===== config.mk =====
export PLATFORM = sky130hd
export DESIGN_NAME = lsu_mem_arbiter_flat
export DESIGN_NICKNAME = d
export VERILOG_FILES = /design/src/rtl/lsu_mem_pkg.sv /design/src/rtl/lsu_mem_arbiter_if.sv /design/src/rtl/rr_priority_pick.sv /design/src/rtl/lsu_mem_arbiter.sv /design/src/flat_wrapper.sv
export SDC_FILE = /design/constraint.sdc
export NUM_CORES = 1
export LEC_CHECK = 0
export BUFFER_PORTS_ARGS = -buffer_cell sky130_fd_sc_hd__buf_2
export CORE_MARGIN = 2
export CORE_UTILIZATION = 47
export DETAILED_ROUTE_END_ITERATION = 6
export GPL_ROUTABILITY_DRIVEN = 0
export MAX_ROUTING_LAYER = met4
export PLACE_DENSITY = 0.85
export RECOVER_POWER = 25
export SLEW_MARGIN = 10
export SYNTH_ARGS = -nofsm -noshare
export SYNTH_HDL_FRONTEND = slang
export SYNTH_SLANG_ARGS = --single-unit

===== constraint.sdc =====
create_clock -name clk -period 3.2 [get_ports clk]
set_input_delay 0.64 -clock clk [delete_from_list [all_inputs] [get_ports clk]]
set_output_delay 0.64 -clock clk [all_outputs]
set_load 0.005 [all_outputs]

===== src/rtl/lsu_mem_pkg.sv =====
// Shared encodings for the LSU / data-memory path: arbiter FSM states,
// LSU handshake states and an index-width helper.
package lsu_mem_pkg;

    localparam logic [1:0] ST_IDLE     = 2'd0;
    localparam logic [1:0] ST_ISSUE    = 2'd1;
    localparam logic [1:0] ST_WAIT_RSP = 2'd2;
    localparam logic [1:0] ST_RESPOND  = 2'd3;

    // Per-LSU request progress, shared by the LSU and the CU scheduler.
    typedef enum logic [1:0] {
        LSU_IDLE = 2'd0,
        LSU_REQ  = 2'd1,
        LSU_WAIT = 2'd2,
        LSU_DONE = 2'd3
    } lsu_state_e;

    // A single requester still needs a 1-bit index signal.
    function automatic int idx_w(input int n);
        return (n > 1) ? $clog2(n) : 1;
    endfunction

endpackage


===== src/rtl/lsu_mem_arbiter_if.sv =====
// Bus bundle between the LSU vector, the arbiter and the data-memory controller.
// The arbiter uses the slave view; the environment (LSUs + memory) the master view.
interface lsu_mem_arbiter_if #(
    parameter int NUM_REQ    = 4,
    parameter int ADDR_WIDTH = 8,
    parameter int DATA_WIDTH = 8
);
    logic [NUM_REQ-1:0]            req_valid;
    logic [NUM_REQ-1:0]            req_we;
    logic [NUM_REQ*ADDR_WIDTH-1:0] req_addr;
    logic [NUM_REQ*DATA_WIDTH-1:0] req_wdata;
    logic [NUM_REQ-1:0]            rsp_valid;
    logic [DATA_WIDTH-1:0]         rsp_rdata;

    logic                          mem_req_valid;
    logic                          mem_req_we;
    logic [ADDR_WIDTH-1:0]         mem_req_addr;
    logic [DATA_WIDTH-1:0]         mem_req_wdata;
    logic                          mem_req_ready;
    logic                          mem_rsp_valid;
    logic [DATA_WIDTH-1:0]         mem_rsp_rdata;

    modport slave (
        input  req_valid, req_we, req_addr, req_wdata,
        input  mem_req_ready, mem_rsp_valid, mem_rsp_rdata,
        output rsp_valid, rsp_rdata,
        output mem_req_valid, mem_req_we, mem_req_addr, mem_req_wdata
    );

    modport master (
        output req_valid, req_we, req_addr, req_wdata,
        output mem_req_ready, mem_rsp_valid, mem_rsp_rdata,
        input  rsp_valid, rsp_rdata,
        input  mem_req_valid, mem_req_we, mem_req_addr, mem_req_wdata
    );

endinterface


===== src/rtl/rr_priority_pick.sv =====
// Combinational round-robin pick: first set request bit at or above start_i,
// wrapping at N.
module rr_priority_pick
    import lsu_mem_pkg::*;
#(
    parameter int N  = 4,
    parameter int IW = idx_w(N)
) (
    input  logic [N-1:0]  req_i,
    input  logic [IW-1:0] start_i,
    output logic          found_o,
    output logic [IW-1:0] idx_o
);

    int            c;
    logic [IW-1:0] ci;

    always_comb begin
        found_o = 1'b0;
        idx_o   = '0;
        c       = 0;
        ci      = '0;
        for (int i = 0; i < N; i++) begin
            // start_i is always < N, so one wrap correction suffices.
            c = int'(start_i) + i;
            if (c >= N) c = c - N;
            ci = IW'(c);
            if (!found_o && req_i[ci]) begin
                found_o = 1'b1;
                idx_o   = ci;
            end
        end
    end

endmodule


===== src/rtl/lsu_mem_arbiter.sv =====
// Round-robin arbiter sharing one data-memory channel among NUM_REQ LSUs;
// one transaction in flight, completion reported as a one-hot rsp_valid pulse.
module lsu_mem_arbiter
    import lsu_mem_pkg::*;
#(
    parameter  int NUM_REQ    = 4,
    parameter  int ADDR_WIDTH = 8,
    parameter  int DATA_WIDTH = 8,
    localparam int IW         = idx_w(NUM_REQ)
) (
    input  logic                clk,
    input  logic                reset,
    lsu_mem_arbiter_if.slave    bus,
    output logic                busy,
    output logic [IW-1:0]       grant_idx
);

    logic [1:0]            state_q,    state_d;
    logic [IW-1:0]         rr_ptr_q,   rr_ptr_d;
    logic [IW-1:0]         grant_q,    grant_d;
    logic                  mreq_vld_q, mreq_vld_d;
    logic                  we_q,       we_d;
    logic [ADDR_WIDTH-1:0] addr_q,     addr_d;
    logic [DATA_WIDTH-1:0] wdata_q,    wdata_d;
    logic [NUM_REQ-1:0]    rsp_vld_q,  rsp_vld_d;
    logic [DATA_WIDTH-1:0] rdata_q,    rdata_d;
    logic                  busy_q,     busy_d;

    logic                  pick_found;
    logic [IW-1:0]         pick_idx;
    int                    next_ptr;

    rr_priority_pick #(.N(NUM_REQ), .IW(IW)) u_pick (
        .req_i   (bus.req_valid),
        .start_i (rr_ptr_q),
        .found_o (pick_found),
        .idx_o   (pick_idx)
    );

    always_comb begin
        state_d    = state_q;
        rr_ptr_d   = rr_ptr_q;
        grant_d    = grant_q;
        mreq_vld_d = mreq_vld_q;
        we_d       = we_q;
        addr_d     = addr_q;
        wdata_d    = wdata_q;
        rsp_vld_d  = rsp_vld_q;
        rdata_d    = rdata_q;
        busy_d     = busy_q;
        next_ptr   = int'(pick_idx) + 1;

        case (state_q)
            ST_IDLE: begin
                if (pick_found) begin
                    grant_d    = pick_idx;
                    we_d       = bus.req_we[pick_idx];
                    addr_d     = bus.req_addr[int'(pick_idx)*ADDR_WIDTH +: ADDR_WIDTH];
                    wdata_d    = bus.req_wdata[int'(pick_idx)*DATA_WIDTH +: DATA_WIDTH];
                    mreq_vld_d = 1'b1;
                    busy_d     = 1'b1;
                    rr_ptr_d   = (next_ptr >= NUM_REQ) ? '0 : IW'(next_ptr);
                    state_d    = ST_ISSUE;
                end
            end
            ST_ISSUE: begin
                // Request fields stay frozen until the controller takes them.
                if (bus.mem_req_ready) begin
                    mreq_vld_d = 1'b0;
                    state_d    = ST_WAIT_RSP;
                end
            end
            ST_WAIT_RSP: begin
                if (bus.mem_rsp_valid) begin
                    rdata_d            = we_q ? '0 : bus.mem_rsp_rdata;
                    rsp_vld_d          = '0;
                    rsp_vld_d[grant_q] = 1'b1;
                    state_d            = ST_RESPOND;
                end
            end
            ST_RESPOND: begin
                rsp_vld_d = '0;
                rdata_d   = '0;
                busy_d    = 1'b0;
                state_d   = ST_IDLE;
            end
            default: state_d = ST_IDLE;
        endcase
    end

    always_ff @(posedge clk) begin
        if (reset) begin
            state_q    <= ST_IDLE;
            rr_ptr_q   <= '0;
            grant_q    <= '0;
            mreq_vld_q <= 1'b0;
            we_q       <= 1'b0;
            addr_q     <= '0;
            wdata_q    <= '0;
            rsp_vld_q  <= '0;
            rdata_q    <= '0;
            busy_q     <= 1'b0;
        end else begin
            state_q    <= state_d;
            rr_ptr_q   <= rr_ptr_d;
            grant_q    <= grant_d;
            mreq_vld_q <= mreq_vld_d;
            we_q       <= we_d;
            addr_q     <= addr_d;
            wdata_q    <= wdata_d;
            rsp_vld_q  <= rsp_vld_d;
            rdata_q    <= rdata_d;
            busy_q     <= busy_d;
        end
    end

    assign bus.mem_req_valid = mreq_vld_q;
    assign bus.mem_req_we    = we_q;
    assign bus.mem_req_addr  = addr_q;
    assign bus.mem_req_wdata = wdata_q;
    assign bus.rsp_valid     = rsp_vld_q;
    assign bus.rsp_rdata     = rdata_q;
    assign busy              = busy_q;
    assign grant_idx         = grant_q;

endmodule


===== src/flat_wrapper.sv =====
// flat-port wrapper written by rule: the top's interface ports become plain ports
module lsu_mem_arbiter_flat import lsu_mem_pkg::*;
#(
    parameter  int NUM_REQ    = 4,
    parameter  int ADDR_WIDTH = 8,
    parameter  int DATA_WIDTH = 8,
    localparam int IW         = idx_w(NUM_REQ)
)
  (clk, reset, busy, grant_idx, bus_req_valid, bus_req_we, bus_req_addr, bus_req_wdata, bus_mem_req_ready, bus_mem_rsp_valid, bus_mem_rsp_rdata, bus_rsp_valid, bus_rsp_rdata, bus_mem_req_valid, bus_mem_req_we, bus_mem_req_addr, bus_mem_req_wdata);
  lsu_mem_arbiter_if #(.NUM_REQ(NUM_REQ), .ADDR_WIDTH(ADDR_WIDTH), .DATA_WIDTH(DATA_WIDTH)) bus_i ();
  input  logic clk;
  input  logic reset;
  output logic busy;
  output logic [IW-1:0] grant_idx;
  input wire logic [$bits(bus_i.req_valid)-1:0] bus_req_valid;
  input wire logic [$bits(bus_i.req_we)-1:0] bus_req_we;
  input wire logic [$bits(bus_i.req_addr)-1:0] bus_req_addr;
  input wire logic [$bits(bus_i.req_wdata)-1:0] bus_req_wdata;
  input wire logic [$bits(bus_i.mem_req_ready)-1:0] bus_mem_req_ready;
  input wire logic [$bits(bus_i.mem_rsp_valid)-1:0] bus_mem_rsp_valid;
  input wire logic [$bits(bus_i.mem_rsp_rdata)-1:0] bus_mem_rsp_rdata;
  output wire logic [$bits(bus_i.rsp_valid)-1:0] bus_rsp_valid;
  output wire logic [$bits(bus_i.rsp_rdata)-1:0] bus_rsp_rdata;
  output wire logic [$bits(bus_i.mem_req_valid)-1:0] bus_mem_req_valid;
  output wire logic [$bits(bus_i.mem_req_we)-1:0] bus_mem_req_we;
  output wire logic [$bits(bus_i.mem_req_addr)-1:0] bus_mem_req_addr;
  output wire logic [$bits(bus_i.mem_req_wdata)-1:0] bus_mem_req_wdata;
  assign bus_i.req_valid = bus_req_valid;
  assign bus_i.req_we = bus_req_we;
  assign bus_i.req_addr = bus_req_addr;
  assign bus_i.req_wdata = bus_req_wdata;
  assign bus_i.mem_req_ready = bus_mem_req_ready;
  assign bus_i.mem_rsp_valid = bus_mem_rsp_valid;
  assign bus_i.mem_rsp_rdata = bus_mem_rsp_rdata;
  assign bus_rsp_valid = bus_i.rsp_valid;
  assign bus_rsp_rdata = bus_i.rsp_rdata;
  assign bus_mem_req_valid = bus_i.mem_req_valid;
  assign bus_mem_req_we = bus_i.mem_req_we;
  assign bus_mem_req_addr = bus_i.mem_req_addr;
  assign bus_mem_req_wdata = bus_i.mem_req_wdata;
  lsu_mem_arbiter #(.NUM_REQ(NUM_REQ), .ADDR_WIDTH(ADDR_WIDTH), .DATA_WIDTH(DATA_WIDTH)) u_core (.clk(clk), .reset(reset), .bus(bus_i), .busy(busy), .grant_idx(grant_idx));
endmodule

# Word level (Yosys, flattened, before mapping)

Cells that the tools add are included.

Flip-flop bits (word level): 37
Input bits: 84
Logic and storage cells: 92

$add $sub $neg: 8
Order comparisons: 12
Equality and inequality tests: 6
Shifts and indexed selects: 2
Muxes and demuxes: 38
Reductions and logical operators: 16

Operator list:

| cell                                                 | number |
|---|---|
| indexed part select 32 x 6 -> 8 bit                  | 2 |
| >= comparator 32 x 4 -> 1 bit, second input constant | 1 |
| 2-to-1 mux 2 bit                                     | 12 |
| < comparator 2 x 3 -> 1 bit, second input constant   | 6 |
| 2-to-1 mux 8 bit                                     | 2 |
| one-hot mux 8 bit (2 select lines)                   | 1 |
| 2-to-1 mux 1 bit                                     | 12 |
| binary-select mux 1 bit (select 2 bit)               | 5 |
| >= comparator 3 bit, second input constant           | 3 |
| one-hot mux 2 bit (4 select lines)                   | 1 |
| one-hot mux 4 bit (2 select lines)                   | 1 |
| subtractor 2 x 1 -> 2 bit, second input constant     | 4 |
| adder 2 x 1 -> 3 bit, second input constant          | 2 |
| adder 2 x 2 -> 3 bit, second input constant          | 2 |
| AND reduction 2 bit                                  | 3 |
| AND reduction 3 bit                                  | 2 |
| nonzero test 2 bit                                   | 3 |
| == test 2 bit, second input constant                 | 2 |
| logical AND 1 bit                                    | 4 |
| 2-to-1 mux 4 bit                                     | 1 |
| inequality test 2 bit, second input constant         | 2 |
| one-hot mux 1 bit (2 select lines)                   | 2 |
| >= comparator 2 x 3 -> 1 bit, second input constant  | 1 |
| logical NOT 1 bit                                    | 3 |
| 5 further kinds                                      | 5 |

# Depth between registers and ports, before layout

Gate-level depths: netlist of run 1.

Depth after elaboration: 17
Depth in mapped cells: 7
Depth with buffers taken out: 7

# By module

Synthesis of run 1 repeated with hierarchy kept, for this count alone.

Cells, all modules: 218
Area, all modules: 2025.7 µm²

Modules (own cells, without submodules):

| module           | instances | cells each | area an instance (µm²) |
|---|---|---|---|
| lsu_mem_arbiter  | 1         | 203        | 1948.1 |
| rr_priority_pick | 1         | 15         | 77.6 |

# Least setup slack after synthesis of run 1

Ideal clock, no wire load.

Path kind: in2reg
Start point: in bus_req_valid[0]
End point: reg u_core.addr_q[6], in the netlist u_core.bus.mem_req_addr[6]
Library setup time: 128 ps
Data arrival time: 1721 ps
Data required time: 3072 ps
Path slack: 1351 ps
Stages on the path: 6
Cells stage by stage: or4_4 -> nand2_2 -> nor2_4 -> o21ai_4 -> buf_12 -> o221ai_2

Word-level cells in the longest chain between the ends: 13

Ends and longest elaborated chain:

| item                                                                       | line                   | RTL |
|---|---|---|
| start, declared                                                            | flat_wrapper.sv:15     | `input wire logic [$bits(bus_i.req_valid)-1:0] bus_req_valid;` |
| binary-select mux 1 bit (select 2 bit)                                     | rr_priority_pick.sv:28 | `if (!found_o && req_i[ci]) begin` |
| 2-to-1 mux 1 bit (not written as such)                                     | rr_priority_pick.sv:28 |  |
| 2-to-1 mux 1 bit                                                           | rr_priority_pick.sv:28 |  |
| logical NOT 1 bit                                                          | rr_priority_pick.sv:28 |  |
| logical AND 1 bit                                                          | rr_priority_pick.sv:28 |  |
| 2-to-1 mux 1 bit                                                           | rr_priority_pick.sv:28 |  |
| logical NOT 1 bit                                                          | rr_priority_pick.sv:28 |  |
| logical AND 1 bit                                                          | rr_priority_pick.sv:28 |  |
| 2-to-1 mux 1 bit                                                           | rr_priority_pick.sv:28 |  |
| logical NOT 1 bit                                                          | rr_priority_pick.sv:28 |  |
| logical AND 1 bit                                                          | rr_priority_pick.sv:28 |  |
| 2-to-1 mux 2 bit or 2-to-1 mux 1 bit (tied branches)                       | rr_priority_pick.sv:28 |  |
| indexed part select 32 x 6 -> 8 bit or AND reduction 2 bit (tied branches) | -                      |  |
| end signal, assigned                                                       | lsu_mem_arbiter.sv:109 | `addr_q <= addr_d;` |
| end, declared                                                              | lsu_mem_arbiter.sv:23  | `logic [ADDR_WIDTH-1:0] addr_q, addr_d;` |

Parallel ways exist; a longest one is shown, timed or not. The select of a mux whose other input is x is not followed.
A chain may end at the register's enable or synchronous reset.

# Worst setup path after layout of run 1

Start point: in bus_req_valid[0]
End point: reg u_core.addr_q[2], in the netlist u_core.bus.mem_req_addr[2]

The elaborated chain is that of the path after synthesis.

==> results of run 1 <==
-- layout make-up --
| type | instances | area share, % |
|---|---|---|
| flip-flops and latches | 37 | 26.9 |
| clock buffers | 5 | 2.50 |
| inverters | 4 | 0.545 |
| repair buffers | 118 | 21.4 |
| well taps | 52 | 2.36 |
| clock inverters | 3 | 2.36 |
| multi-input cells | 161 | 43.9 |
-- routing by layer --
metal  vias to the layer above  global-route usage, %
met5                         -                      -
met4                         0                   7.26
met3                        11                   3.90
met2                        80                   39.3
met1                       922                   23.0
li1                       1012                      -
-- report_power, final --
group | internal (mW) | switching, mW | total [mW] | leakage, nW
Clock | 0.310 | 0.168 | 0.477 | 0.0681
Sequential | 0.634 | 0.120 | 0.754 | 0.304
Combinational | 0.448 | 0.514 | 0.962 | 0.908
-- state kept, by name, summed over array words and instances, names as in the netlist --
register                  count
u_core.bus.mem_req_addr       8
u_core.bus.mem_req_valid      1
u_core.bus.mem_req_wdata      8
u_core.bus.mem_req_we         1
u_core.bus.rsp_rdata          8
u_core.bus.rsp_valid          4
u_core.busy                   1
u_core.grant_idx              2
u_core.rr_ptr_q               2
u_core.state_q                2
-- cell usage in the layout, fill, tap and decap left out, drive strengths merged, types with 2 or more instances in the layout --
cell type and count:
nor3 3, nand3 9, nand2b 2, a211oi 2
dfxtp 37, buf 113, o221ai 17, nand2 37
nor4 2, nor2 14, mux2i 36, ha 4
inv 4, a21oi 21, bufinv 2, clkbuf 10
-- final timing paths --
check,endpoint,slack (ns),cells past startpoint,startpoint
max,u_core.bus.mem_req_addr[2],1.23,6,bus_req_valid[0]
min reg2reg,u_core.bus.rsp_rdata[4],0.45,2,u_core.bus.rsp_rdata[4]
min,u_core.bus.rsp_rdata[4],0.45,2,u_core.bus.rsp_rdata[4]
max reg2reg,u_core.bus.mem_req_addr[2],1.26,6,u_core.rr_ptr_q[0]
-- cells by family (layout without fill, tap and decap cells) --
group | Yosys count | after routing
AO/OA/AOI/OAI | 45 | 45
XOR/XNOR | 1 | 1
adder cells (fa/ha/maj) | 4 | 4
buffers and inverters | 15 | 130
flip-flops | 37 | 37
multiplexers | 37 | 37
AND/OR/NAND/NOR | 74 | 74
-- worst min-delay path: stages, from the launching register on --
cell and delay, ns:
dfxtp_1 0.31, nand2_1 0.05, a21oi_1 0.05
==> results.ini, run 1 <==
[die]
io_pins=117
core_area_um2=4260
rows=24
fp.dieW_um=70.1
initial_core_util_pct=48.1
design.die.area_um2=4910
die_h_um=70.1

[clock_tree]
post_cts_buffers=0
clkLatencyLatePin_ns=0.29
cts_tree=yes
root_buffer=clkbuf_8
clockBufferDepth=2
hold_buffers=0
cts.sinks=37
ctsHtreeMaxLevel=2
cts_resized=0
clk_pin_slew_worst_paths_ns=0.08
numCtsBuffers=5

[sta]
period_needed_ns=1.97
timing.final.crit_share_pct=61.6
finClkSkew_ns=0.00622
setup-violations-final=0
hold_viol_final=0
maxSlewHeadroom_pct=57.4
finalHoldWorstSlack_ns=0.451
drv_slew=0
rsz0062_at_grt=false
layout_setup_ws_ns=1.23
tightest_slew_ns=0.633
fmax_mhz=507
setup-tns-final_ns=0

[yosys]
synth_xor_area_share_pct=0.427
synth.most_common_cell=dfxtp_1
synth.avg_cell_area_um2=9.63
synth_seq_area_share_pct=36.1
synth-warning-count=0
synth_top_area_share_pct=36.1
synthTopCellsByCount=dfxtp_1, mux2i_1, nand2_1
syn_nets=301
async_reset_ff_share_pct=0
syn_area_um2=2050
synth_compound_area_share_pct=19.1
synth_flop_cell=dfxtp_1
synth-seq-cells=37
ys_top_cells_by_area=dfxtp_1, mux2i_1, o221ai_2
yosysTopAreaCell=dfxtp_1
synthCells=213
synth.distinct_cells=36
synthMuxAreaShare_pct=18.1
synthSimpleGateAreaFrac_pct=18.0
synth_top_family_by_area=compound AO/OA/AOI/OAI gates
synth_edf_count=0
synth_fa_ha_area_share_pct=2.44

[route]
num_vias=2025
drtIter0Drc=78
via_per_inst=5.33
drt_pass1_iterations=4
route.met2.wl_um=2720
routedLengthMet1_um=2050
wl_per_cell_um=13.5
wl_met3_um=293
final_antenna_net_count=0
top_layer_used=met4
drc_errors=0
routed_wl_um=5150

[cells_and_area]
antenna_cells=0
drive_gt1_share_pct=43.3
nNetsFinal=415
design_area_um2=2750
instances_no_fill=380
final_util_pct=64.6
multi_input_area_um2=1210
fillers=352
regArea_um2=741
syn_to_final_growth_pct=34.2

[global_routing]
grt_util_all_layers_pct=21.4
grt_pass1_vias=1942
grt_max_degree=37
globalRouteOverflowTotal=0
grt_pass1_wl_um=8330
antenna_found_initial=0

[min_path]
hp-class=reg2reg

[setup_path]
critPathArrivalTime_ns=2.11
worstPathCellList=buf_2 > a21oi_1 > a2bb2oi_4 > buf_4 > mux2i_1 > o221ai_1
slowest_delay_ns=0.48
path_class=in2reg
critPathSlowestCell=buf_4
cp_max_fo=36
start_kind=input pin
crit_buf_inv=2
crit_family=buffers and inverters
required_ns=3.33
crit_path_end_kind=register

[pwr]
power_mw=2.19
powerDensity_nw_per_um2=797
ir_drop_mv=0.415
p_leak_nw=1.28

[status]
status=complete, no violations

[placed_design]
dp.cells=372
hpwl_um=3910
pre_cts_ws_ns=0.936
port-buffer-count=116
place_area_um2=2630

[run]
cap_violations=0

Power figures use the tool's default switching activity.
==> inputs of run 2 (changes only) <==
- CORE_UTILIZATION: 47 -> 40
- PLACE_DENSITY: 0.85 -> 0.77
- clock period: 3.2 -> 1.8 ns (I/O delays scaled with it)
==> run 2 against run 1 <==
  * Sequential power up 76%
  * Register-to-register slack worse by 1.1 ns
  * First-iteration DRC count down 10%
  * Worst setup slack worse by 1.1 ns
  * Power up 72%
  * Non-clock buffer count up 8
  * Clock-buffer cell count up 1
  * Final area up 1.9%
  * Via count up 0.40%
  * Clock power up 28%
  * Largest cell class unchanged
  * Largest power group unchanged
==> results.ini, run 2 (synthesis gave the netlist of run 1 again) <==
[cells_and_area]
drive_gt1_share_pct=42.9
final_common_cell=buf_2
syn_to_final_growth_pct=36.8
final_util_pct=55.6
design_area_um2=2810
final_cell_mix=buf_2, dfxtp_1, mux2i_1
antenna_cells=0
nNetsFinal=423

[setup_path]
path_depth=6
crit_family=compound AO/OA/AOI/OAI gates
crit_path_end_kind=register
setup.worst_path.start=u_core.rr_ptr_q[0]
start_kind=register
r2r-start=u_core.rr_ptr_q[0]
required_ns=1.96
path_class=reg2reg
slowest_delay_ns=0.37
crit_buf_inv=2
cp-endpoint=u_core.bus.mem_req_wdata[1]
critPathArrivalTime_ns=1.81
critPathSlowestCell=dfxtp_1
worstPathCellList=inv_1 > a21oi_2 > a2bb2oi_4 > buf_12 > mux2i_1 > o221ai_2
cp_max_fo=26
reg2reg_to=u_core.bus.mem_req_wdata[1]
r2r_slack_ns=0.15
reg2reg_depth=6

[clock_tree]
clkLatencyLatePin_ns=0.29
hold_buffers=0
ctsHtreeMaxLevel=2
cts_tree=yes
post_cts_buffers=0
root_buffer=clkbuf_8
clk_pin_slew_worst_paths_ns=0.08
cts_resized=0
clockBufferDepth=2
cts.sinks=37
numCtsBuffers=5

[route]
num_vias=2033
wl_per_cell_um=13.0
via_per_inst=5.01
drt_pass1_iterations=4
drc_errors=0
drtIter0Drc=70
routed_wl_um=5260
final_antenna_net_count=0

[sta]
fmax_mhz=606
setup-violations-final=0
drv_slew=0
finClkSkew_ns=0.00715
timing.final.crit_share_pct=91.7
layout_setup_ws_ns=0.150
hold_viol_final=0
period_needed_ns=1.65
rsz0062_at_grt=false
maxSlewHeadroom_pct=60.2
tightest_slew_ns=0.595

[placed_design]
pre_cts_ws_ns=-0.0123
place_area_um2=2720
port-buffer-count=116
hpwl_um=4100

[global_routing]
antenna_found_initial=0
grt_pass1_wl_um=8170
globalRouteOverflowTotal=0
grt_pass1_vias=1871
grt_max_degree=27
grt_util_all_layers_pct=19.1

[die]
fp.dieW_um=75.6
core_area_um2=5040
io_pins=117
rows=26
die_h_um=75.6
initial_core_util_pct=40.7
design.die.area_um2=5720

[run]
cap_violations=0

[min_path]
hp-class=in2reg

[pwr]
powerDensity_nw_per_um2=1350
ir_drop_mv=0.694
p_leak_nw=1.28

[status]
status=complete, no violations

-- run 2: where the power goes --
part	leakage (nW)	internal (mW)	total (mW)	switching, mW
clock network	0.0512	0.310	0.612	0.302
logic	0.924	0.870	1.83	0.963
registers	0.304	1.13	1.33	0.207
-- run 2: worst min path at each step --
stage,depth (start not counted),from,slack (ns),to
2_1_floorplan,2,u_core.bus.rsp_rdata[0],0.45,u_core.bus.rsp_rdata[0]
3_3_place_gp,2,u_core.bus.rsp_rdata[7],0.44,u_core.bus.rsp_rdata[7]
3_5_place_dp,2,u_core.bus.rsp_rdata[5],0.44,u_core.bus.rsp_rdata[5]
4_1_cts,3,bus_mem_rsp_rdata[3],0.31,u_core.bus.rsp_rdata[3]
5_1_grt,3,bus_mem_rsp_rdata[7],0.32,u_core.bus.rsp_rdata[7]
6_report,3,bus_mem_rsp_rdata[5],0.32,u_core.bus.rsp_rdata[5]
-- run 2: routing by layer --
layer  share of wire [%]  up-vias  track usage, %  routed length (um)
li1                    -     1024               -                   -
met1                  42      920            23.5                2190
met2                  51       84            32.1                2660
met3                 6.6        5            2.78                 347
met4                 1.2        0            6.43                  63
met5                   0        -               -                   0
-- run 2: cell type report --
class | count | area (um2)
sequential | 37 | 741
inverter | 4 | 15.0
clock buffer | 6 | 82.6
clock inverter | 2 | 13.8
tap | 70 | 87.6
multi-input combinational | 161 | 1210
fill | 459 | 2240
timing repair buffer | 126 | 653
-- run 2: through the flow --
stage / total power, mW / std cells / TNS, ns / hold WS (ns)
after global placement: 3.15 / 398 / 0 / 0.437
after CTS: 3.82 / 406 / 0 / 0.313
after detailed placement: 3.20 / 398 / -0.0482 / 0.443
after floorplan: 2.57 / 213 / 0 / 0.448
final: 3.78 / 406 / 0 / 0.317
after global routing: 4.05 / 406 / 0 / 0.320
-- run 2: worst min-delay path, delay by kind of cell --
family,cells,cell delay [ns]
AOI/OAI and AO/OA,1,0.05
buffers and inverters,1,0.09
and+or+nand+nor,1,0.05
